$ cat src/rtl/irq_ctrl_pkg.sv
// Shared definitions for the interrupt controller.
// Holds the default line count, the word offsets of the four registers
// (decoded from Addr[3:2]) and the bit positions of the STATUS fields.
package irq_ctrl_pkg;

    // Six hardware lines, mapped onto MIPS HWInt[7:2]; line 5 wins priority.
    localparam int NLINES = 6;

    // Register selected by Addr[3:2].
    typedef enum logic [1:0] {
        IC_MASK   = 2'd0,
        IC_MODE   = 2'd1,
        IC_PEND   = 2'd2,
        IC_STATUS = 2'd3
    } icReg_e;

    // STATUS layout: [2:0] winning index, [3] valid, [13:8] overflow flags.
    localparam int STAT_IDX_LSB   = 0;
    localparam int STAT_IDX_W     = 3;
    localparam int STAT_VALID_BIT = 3;
    localparam int STAT_OVF_LSB   = 8;

endpackage

$ cat src/rtl/irq_ctrl_if.sv
// Register bus between the address bridge and the interrupt controller.
//   Addr : word address, only [3:2] matters to the controller
//   WE   : write strobe, already qualified by the bridge chip-select
//   Din  : write data
//   Dout : combinational read data of the selected register
// master = bridge side, slave = controller side.
interface irq_ctrl_if;

    logic [31:2] Addr;
    logic        WE;
    logic [31:0] Din;
    logic [31:0] Dout;

    modport master (output Addr, output WE, output Din, input Dout);
    modport slave  (input Addr, input WE, input Din, output Dout);

endinterface

$ cat src/rtl/irq_sync.sv
// Two-flop input pipeline for the raw interrupt lines plus rising-edge detect.
//   clk     : system clock
//   reset   : asynchronous, active-low
//   irq_i   : raw request lines
//   level_o : first pipeline stage (s1), used by level-mode lines
//   rise_o  : s1 & ~s2, one-cycle pulse on a rising request
module irq_sync #(
    parameter int NLINES = irq_ctrl_pkg::NLINES
) (
    input  logic              clk,
    input  logic              reset,
    input  logic [NLINES-1:0] irq_i,
    output logic [NLINES-1:0] level_o,
    output logic [NLINES-1:0] rise_o
);

    logic [NLINES-1:0] s1_q;
    logic [NLINES-1:0] s2_q;

    // Both stages clear on reset, so a line held high across reset release
    // is seen as a fresh rising edge one cycle after release.
    always_ff @(posedge clk or negedge reset) begin
        if (!reset) begin
            s1_q <= '0;
            s2_q <= '0;
        end else begin
            s1_q <= irq_i;
            s2_q <= s1_q;
        end
    end

    assign level_o = s1_q;
    assign rise_o  = s1_q & ~s2_q;

endmodule

$ cat src/rtl/irq_ctrl.sv
// Memory-mapped interrupt controller with per-line mask, level/edge mode,
// pending latch, overflow flags and a fixed-priority STATUS index.
//   clk     : system clock
//   reset   : asynchronous, active-low
//   bus     : register bus (Addr/WE/Din/Dout), slave side
//   irq_in  : raw interrupt requests
//   hw_int  : PEND & MASK, to CP0 Cause.IP
//   int_req : OR of hw_int
module irq_ctrl #(
    parameter int NLINES = irq_ctrl_pkg::NLINES
) (
    input  logic              clk,
    input  logic              reset,
    irq_ctrl_if.slave         bus,
    input  logic [NLINES-1:0] irq_in,
    output logic [NLINES-1:0] hw_int,
    output logic              int_req
);

    import irq_ctrl_pkg::*;

    logic [NLINES-1:0] s1;
    logic [NLINES-1:0] rise;

    irq_sync #(.NLINES(NLINES)) u_sync (
        .clk     (clk),
        .reset   (reset),
        .irq_i   (irq_in),
        .level_o (s1),
        .rise_o  (rise)
    );

    icReg_e regSel;
    logic   wrMask;
    logic   wrMode;
    logic   wrPend;
    logic   wrStatus;

    assign regSel   = icReg_e'(bus.Addr[3:2]);
    assign wrMask   = bus.WE && (regSel == IC_MASK);
    assign wrMode   = bus.WE && (regSel == IC_MODE);
    assign wrPend   = bus.WE && (regSel == IC_PEND);
    assign wrStatus = bus.WE && (regSel == IC_STATUS);

    logic [NLINES-1:0] mask_q, mask_d;
    logic [NLINES-1:0] mode_q, mode_d;
    logic [NLINES-1:0] pend_q, pend_d;
    logic [NLINES-1:0] ovf_q,  ovf_d;
    logic [NLINES-1:0] clrPend;
    logic [NLINES-1:0] clrOvf;
    logic [NLINES-1:0] modeChg;
    logic [NLINES-1:0] ovfSet;

    // Next-state logic. W1C on PEND only reaches edge-mode lines; a new edge
    // beats a same-cycle clear, and a MODE write wipes PEND/OVF of every line
    // whose mode actually flips.
    always_comb begin
        clrPend = wrPend   ? (bus.Din[NLINES-1:0] & mode_q)     : '0;
        clrOvf  = wrStatus ? bus.Din[STAT_OVF_LSB +: NLINES]    : '0;
        modeChg = wrMode   ? (bus.Din[NLINES-1:0] ^ mode_q)     : '0;
        ovfSet  = rise & mode_q & pend_q & ~clrPend;

        mask_d  = wrMask ? bus.Din[NLINES-1:0] : mask_q;
        mode_d  = wrMode ? bus.Din[NLINES-1:0] : mode_q;
        pend_d  = ((mode_q & (rise | (pend_q & ~clrPend))) | (~mode_q & s1)) & ~modeChg;
        ovf_d   = (ovfSet | (ovf_q & ~clrOvf)) & ~modeChg;
    end

    // Register state; everything clears immediately when reset goes low.
    always_ff @(posedge clk or negedge reset) begin
        if (!reset) begin
            mask_q <= '0;
            mode_q <= '0;
            pend_q <= '0;
            ovf_q  <= '0;
        end else begin
            mask_q <= mask_d;
            mode_q <= mode_d;
            pend_q <= pend_d;
            ovf_q  <= ovf_d;
        end
    end

    assign hw_int  = pend_q & mask_q;
    assign int_req = |hw_int;

    logic [STAT_IDX_W-1:0] irqIdx;

    // Fixed-priority encode: ascending scan so the highest active line is
    // the last assignment; index stays 0 when nothing is active.
    always_comb begin
        irqIdx = '0;
        for (int i = 0; i < NLINES; i++) begin
            if (hw_int[i]) begin
                irqIdx = STAT_IDX_W'(i);
            end
        end
    end

    logic [31:0] statusWord;

    // STATUS word assembly.
    always_comb begin
        statusWord                                  = '0;
        statusWord[STAT_OVF_LSB +: NLINES]          = ovf_q;
        statusWord[STAT_VALID_BIT]                  = int_req;
        statusWord[STAT_IDX_LSB +: STAT_IDX_W]      = irqIdx;
    end

    // Read mux from current register state, so a same-cycle write is not
    // visible until the following cycle.
    always_comb begin
        bus.Dout = '0;
        case (regSel)
            IC_MASK:   bus.Dout[NLINES-1:0] = mask_q;
            IC_MODE:   bus.Dout[NLINES-1:0] = mode_q;
            IC_PEND:   bus.Dout[NLINES-1:0] = pend_q;
            IC_STATUS: bus.Dout             = statusWord;
            default:   bus.Dout             = '0;
        endcase
    end

    logic unusedBits;
    assign unusedBits = ^{bus.Addr[31:4], bus.Din};

endmodule

$ cat src/flat_wrapper.sv
// flat-port wrapper written by rule: the top's interface ports become plain ports
module irq_ctrl_flat import irq_ctrl_pkg::*;
#(
    parameter int NLINES = irq_ctrl_pkg::NLINES
)
  (clk, reset, irq_in, hw_int, int_req, bus_Addr, bus_WE, bus_Din, bus_Dout);
  irq_ctrl_if bus_i ();
  input  logic clk;
  input  logic reset;
  input  logic [NLINES-1:0] irq_in;
  output logic [NLINES-1:0] hw_int;
  output logic int_req;
  input wire logic [$bits(bus_i.Addr)-1:0] bus_Addr;
  input wire logic [$bits(bus_i.WE)-1:0] bus_WE;
  input wire logic [$bits(bus_i.Din)-1:0] bus_Din;
  output wire logic [$bits(bus_i.Dout)-1:0] bus_Dout;
  assign bus_i.Addr = bus_Addr;
  assign bus_i.WE = bus_WE;
  assign bus_i.Din = bus_Din;
  assign bus_Dout = bus_i.Dout;
  irq_ctrl #(.NLINES(NLINES)) u_core (.clk(clk), .reset(reset), .bus(bus_i), .irq_in(irq_in), .hw_int(hw_int), .int_req(int_req));
endmodule
$ cat config.mk
export PLATFORM = sky130hd
export DESIGN_NAME = irq_ctrl_flat
export DESIGN_NICKNAME = d
export VERILOG_FILES = /design/src/rtl/irq_ctrl_pkg.sv /design/src/rtl/irq_ctrl_if.sv /design/src/rtl/irq_sync.sv /design/src/rtl/irq_ctrl.sv /design/src/flat_wrapper.sv
export SDC_FILE = /design/constraint.sdc
export NUM_CORES = 1
export LEC_CHECK = 0
export ABC_AREA = 1
export BUFFER_PORTS_ARGS = -buffer_cell sky130_fd_sc_hd__buf_2
export CAP_MARGIN = 20
export CORE_ASPECT_RATIO = 1.75
export CORE_MARGIN = 10
export CORE_UTILIZATION = 30
export CTS_CLUSTER_DIAMETER = 50
export DETAILED_ROUTE_END_ITERATION = 10
export MAX_ROUTING_LAYER = met4
export SYNTH_ARGS = -nofsm -noshare
export SYNTH_HDL_FRONTEND = slang
export SYNTH_SLANG_ARGS = --single-unit
$ cat constraint.sdc
create_clock -name clk -period 1.15 [get_ports clk]
set_input_delay 0.0575 -clock clk [delete_from_list [all_inputs] [get_ports clk]]
set_output_delay 0.0575 -clock clk [all_outputs]
set_load 0.01 [all_outputs]
# Yosys cells after proc, flatten, opt, wreduce, memory -nomap -nowiden
# Cells that the tools add are included.
# totals
regBits	36
inputBits	71
out_inout_bits	39
wordCells	46
# op_classes
eq_ne	3
muxes	10
bitwise	21
reduce_logical	6
# ops
op	count
$and 6x6->6	12
$not 6->6	5
$pmux 6 s4	1
$mux 6	3
$or 6x6->6	3
$mux 3	4
$mux 8	1
$reduce_or 6->1	1
$xor 6x6->6	1
$eq 2x2->1 const B	2
$logic_and 1x1->1	4
$eq 2x1->1 const B	1
$logic_not 2->1	1
$mux 1	1

# Logic depth before layout (Yosys ltp)
# depth
depth_word	9
ltp_mapped	8
ltp_nobuf	8

# Cells and area by module
# A second synthesis with hierarchy kept.
# hier_totals
hier_cells	244
area_unflattened_um2	1998.2
# by_module_without_submodules
mod	n_inst	cells_each	area_each_um2	seq_area_each_um2
irq_ctrl	1	220	1637.8	600.6
irq_sync	1	24	360.3	300.3

# Worst setup path after synthesis
# OpenSTA, ideal clock, no wires.
# synth_path
path_type	reg2out
start	register u_core.pend_q[1]
end	output port bus_Dout[0]
t_arrival_ns	0.969
t_required_ns	1.092
slack_ns	0.123
stages_incl_launch_ff	9
n_path_buf	0
cell_sequence	dfrtp_1 -> nand2_1 -> inv_1 -> nand2_1 -> nand2_1 -> nand2_1 -> nand2_1 -> nand2_1 -> a21oi_1
# synth_between
elab_chain_cells	7
# synth_rtl
item	line_no	source
start, declared	irq_ctrl.sv:47	logic [NLINES-1:0] pend_q, pend_d;
start signal, assigned	irq_ctrl.sv:79	pend_q <= pend_d;
$and 6x6->6	irq_ctrl.sv:84	assign hw_int = pend_q & mask_q;
net hw_int[1]	flat_wrapper.sv:11	output logic [NLINES-1:0] hw_int;
$mux 1	irq_ctrl.sv:94	if (hw_int[i]) begin
$mux 3 (4 in a row)	irq_ctrl.sv:94	
$pmux 6 s4	irq_ctrl.sv:114	case (regSel)
end, declared	flat_wrapper.sv:16	output wire logic [$bits(bus_i.Dout)-1:0] bus_Dout;
# The timed path passes the listed nets, and every way through them passes these cells.

# Final worst setup path
# layout_path
start	register u_core.mask_q[3]
end	output port bus_Dout[3]
# layout_between
elab_chain_cells	3
# layout_rtl
item	line_no	source
start, declared	irq_ctrl.sv:45	logic [NLINES-1:0] mask_q, mask_d;
start signal, assigned	irq_ctrl.sv:77	mask_q <= mask_d;
$and 6x6->6	irq_ctrl.sv:84	
$reduce_or 6->1	irq_ctrl.sv:85	assign int_req = |hw_int;
$pmux 6 s4 *	irq_ctrl.sv:114	
# Every way passes the cells marked *; elsewhere a longest branch is shown, timed or not.

==> flow_summary_export.csv <==
group,metric,value,unit
cts,clock_path_buffers,2,
die,core-area,6440,µm²
cts,root_buffer,"clkbuf_16",
yosys,ys.flop_type,"dfrtp_1",
timing,slew_viol_final,0,
detailed_routing,num_vias,1789,
timing,rsz0062_at_grt,"yes",
yosys,syn_area_per_cell,7.98,µm²
grt,overflow,0,
detailed_routing,wl_per_cell,12.7,µm
timing,fmax,0.746,GHz
grt,antenna_found_initial,0,
grt,grt_pass1_vias,1776,
critical_path,cp_data_arrival_time,1.28,ns
yosys,yosys_warnings,0,
critical_path,endpoint_kind,"output port",
yosys,ys_seq_area_share,45.9,%
detailed_routing,viasPerCell,4.33,
critical_path,path_max_fanout,3,
cts,cts_buffers,5,
die,fp.dieH,127,µm
die,fp.dieArea,10300,µm²
timing,setup_ws,-0.190,ns
flow_run,maxCapViolCount,0,
run_status,violations,"negative setup slack",
timing,setup_viol,5,
final_layout,final_nets,407,
detailed_routing,first_pass_iters,4,
cts,cts_tree,"done",
die,rows,39,
yosys,synth_top_area_cell,"dfrtp_1",
final_layout,syn2layout_area_growth,39.2,%
yosys,netlist_area,1960,µm²
timing,min_period,1.34,ns
cts,cts_htree_levels,2,
cts,clk_pin_slew,0.05,ns
cts,clk_latency,0.28,ns
timing,finalCritPeriodShare,116,%
critical_path,crit_type,"register to output port",
hold_path,hold_class,"primary input to register",
critical_path,start_kind,"register",
timing,timing_hold_violations_final,0,
yosys,syn_inst,246,
timing,skew,0.00104,ns
placement,placedInstanceArea,2320,µm²
yosys,yosysTopAreaCellShare,45.9,%
timing,setup_tns,-0.791,ns
cts,cts_sinks,36,
detailed_routing,wirelength,5.23,mm
grt,grt_start_max_net_pins,37,
power,leakage,1.50,nW
power,ir_worst_vdd,0.723,mV
yosys,synth.most_common_cell,"nand2_1",
die,die_w,81.2,µm
yosys,synthTopCellsByArea,"dfrtp_1 (46%), nand2_1 (13%), buf_4 (7.6%), inv_1 (6.1%), nand3_1 (4.1%)",
yosys,yosysUniqueCellTypes,21,
placement,dpl.hpwl,4.03,mm
die,start_util,30.5,%
die,io_pins,110,
yosys,synthArstFlopShare,100,%
placement,gp_congestion,0.792,
final_layout,fin_area,2730,µm²
power,power.density,1490,nW/µm²
final_layout,drive_above_1_share,33.2,%
critical_path,critPathRequiredTime,1.09,ns
grt,grt_pass1_wl,8.32,mm
placement,numPortBuffers,41,
grt,grtUsageTotal,10.6,%
detailed_routing,ant_nets,0,
detailed_routing,drt_drc_violations_left,0,
yosys,synth_edf_count,0,
yosys,ys_seq_elements,36,
yosys,synthTopCellsByCount,"nand2_1 (69), dfrtp_1 (36), inv_1 (32)",
final_layout,diodes,0,
run_status,status,"finished with violations",
detailed_routing,drt_iter0_markers,66,
-- path summary, 6_finish.rpt --
path	startpoint	endpoint	slack [ns]	cells after the start
max in group asynchronous	reset	u_core.u_sync.level_o[5]	0.69	3
min in group asynchronous	reset	u_core.u_sync.s2_q[0]	0.26	3
hold / removal	bus_Din[3]	u_core.mode_q[3]	0.05	3
setup reg to reg	u_core.mode_q[4]	u_core.ovf_q[4]	0.04	5
setup / recovery	u_core.mask_q[3]	bus_Dout[3]	-0.19	7
hold reg to reg	u_core.u_sync.level_o[3]	u_core.u_sync.s2_q[3]	0.40	0
-- sequential cells by signal (all words and copies together), names as in the netlist --
register / flops
u_core.mask_q: 6
u_core.u_sync.level_o: 6
u_core.u_sync.s2_q: 6
u_core.pend_q: 6
u_core.mode_q: 6
u_core.ovf_q: 6
-- through the flow --
step / cells / utilization, % / setup slack (ns) / hold slack [ns] / total power, mW
finish: 413 / 42.4 / -0.190 / 0.0504 / 4.06
global route: 413 / 42.4 / -0.328 / 0.0658 / 4.31
CTS: 410 / 41.3 / -0.212 / 0.0481 / 4.04
detailed placement: 383 / 36.0 / 0.0474 / 0.0341 / 2.52
global placement: 383 / 36.0 / 0.0453 / 0.0338 / 2.50
floorplan: 265 / - / 0.123 / -0.238 / 2.13
-- power by group --
group	internal [mW]	switching [mW]	total (mW)	leakage [nW]
combinational	0.552	0.592	1.14	0.987
sequential	1.45	0.113	1.56	0.438
clock	0.863	0.494	1.36	0.0712
total	2.86	1.20	4.06	1.50
-- layout by cell type, fill, tap and decap left out, types with 2 or more instances in the layout --
cell type / instances
nand2_1: 59
buf_2: 39
dfrtp_1: 36
inv_1: 31
buf_4: 26
conb_1: 20
nor2_1: 17
nand3_1: 14
a21oi_1: 13
nand2_2: 10
buf_6: 8
nand4_1: 7
dlygate4sd3_1: 7
o21ai_2: 6
o21ai_0: 6
ha_1: 6
clkbuf_16: 5
inv_2: 4
nor2_4: 3
a21oi_2: 2
nand2_4: 2
nand3_2: 2
clkbuf_1: 2
-- cells by family after synthesis --
logic type,after synthesis,share of synthesized area (%)
simple gates,117,26.2
buf+inv,58,15.4
flops,36,45.9
compound gates,28,8.48
fa+ha+maj,6,3.82
other cells,1,0.191
-- what timing repair did --
item / in CTS / in global routing
setup buffers: 12 / 5
hold endpoints to repair: 42 / 0
endpoints found under the setup margin: 6 / 9
hold buffers: 7 / 0
pin swaps: 6 / 5
resized for setup: 11 / 15
-- metal layers --
| metal | share of wire [%] | global-route usage (%) | up-vias |
|---|---|---|---|
| met2 | 52 | 18.3 | 45 |
| met4 | 2.0 | 4.91 | 0 |
| li1 | - | - | 902 |
| met1 | 38 | 10.3 | 835 |
| met3 | 8.3 | 3.37 | 7 |
| met5 | 0 | - | - |
-- worst max-delay path, cell delays in order, from the launching register on --
cell	delay [ns]
dfrtp_1	0.39
nand2_2	0.10
nand2_1	0.07
nor2_1	0.08
nand2_1	0.08
nand2_1	0.06
nand4_1	0.06
buf_2	0.15
-- final cells by class --
type | count | area, µm²
Timing Repair Buffer | 81 | 571
Sequential cell | 36 | 901
Clock buffer | 8 | 146
Inverter | 35 | 131
Multi-Input combinational cell | 171 | 881
Tap cell | 82 | 103
Fill cell | 660 | 3710
No activity file was read; power rests on OpenSTA's default activity.
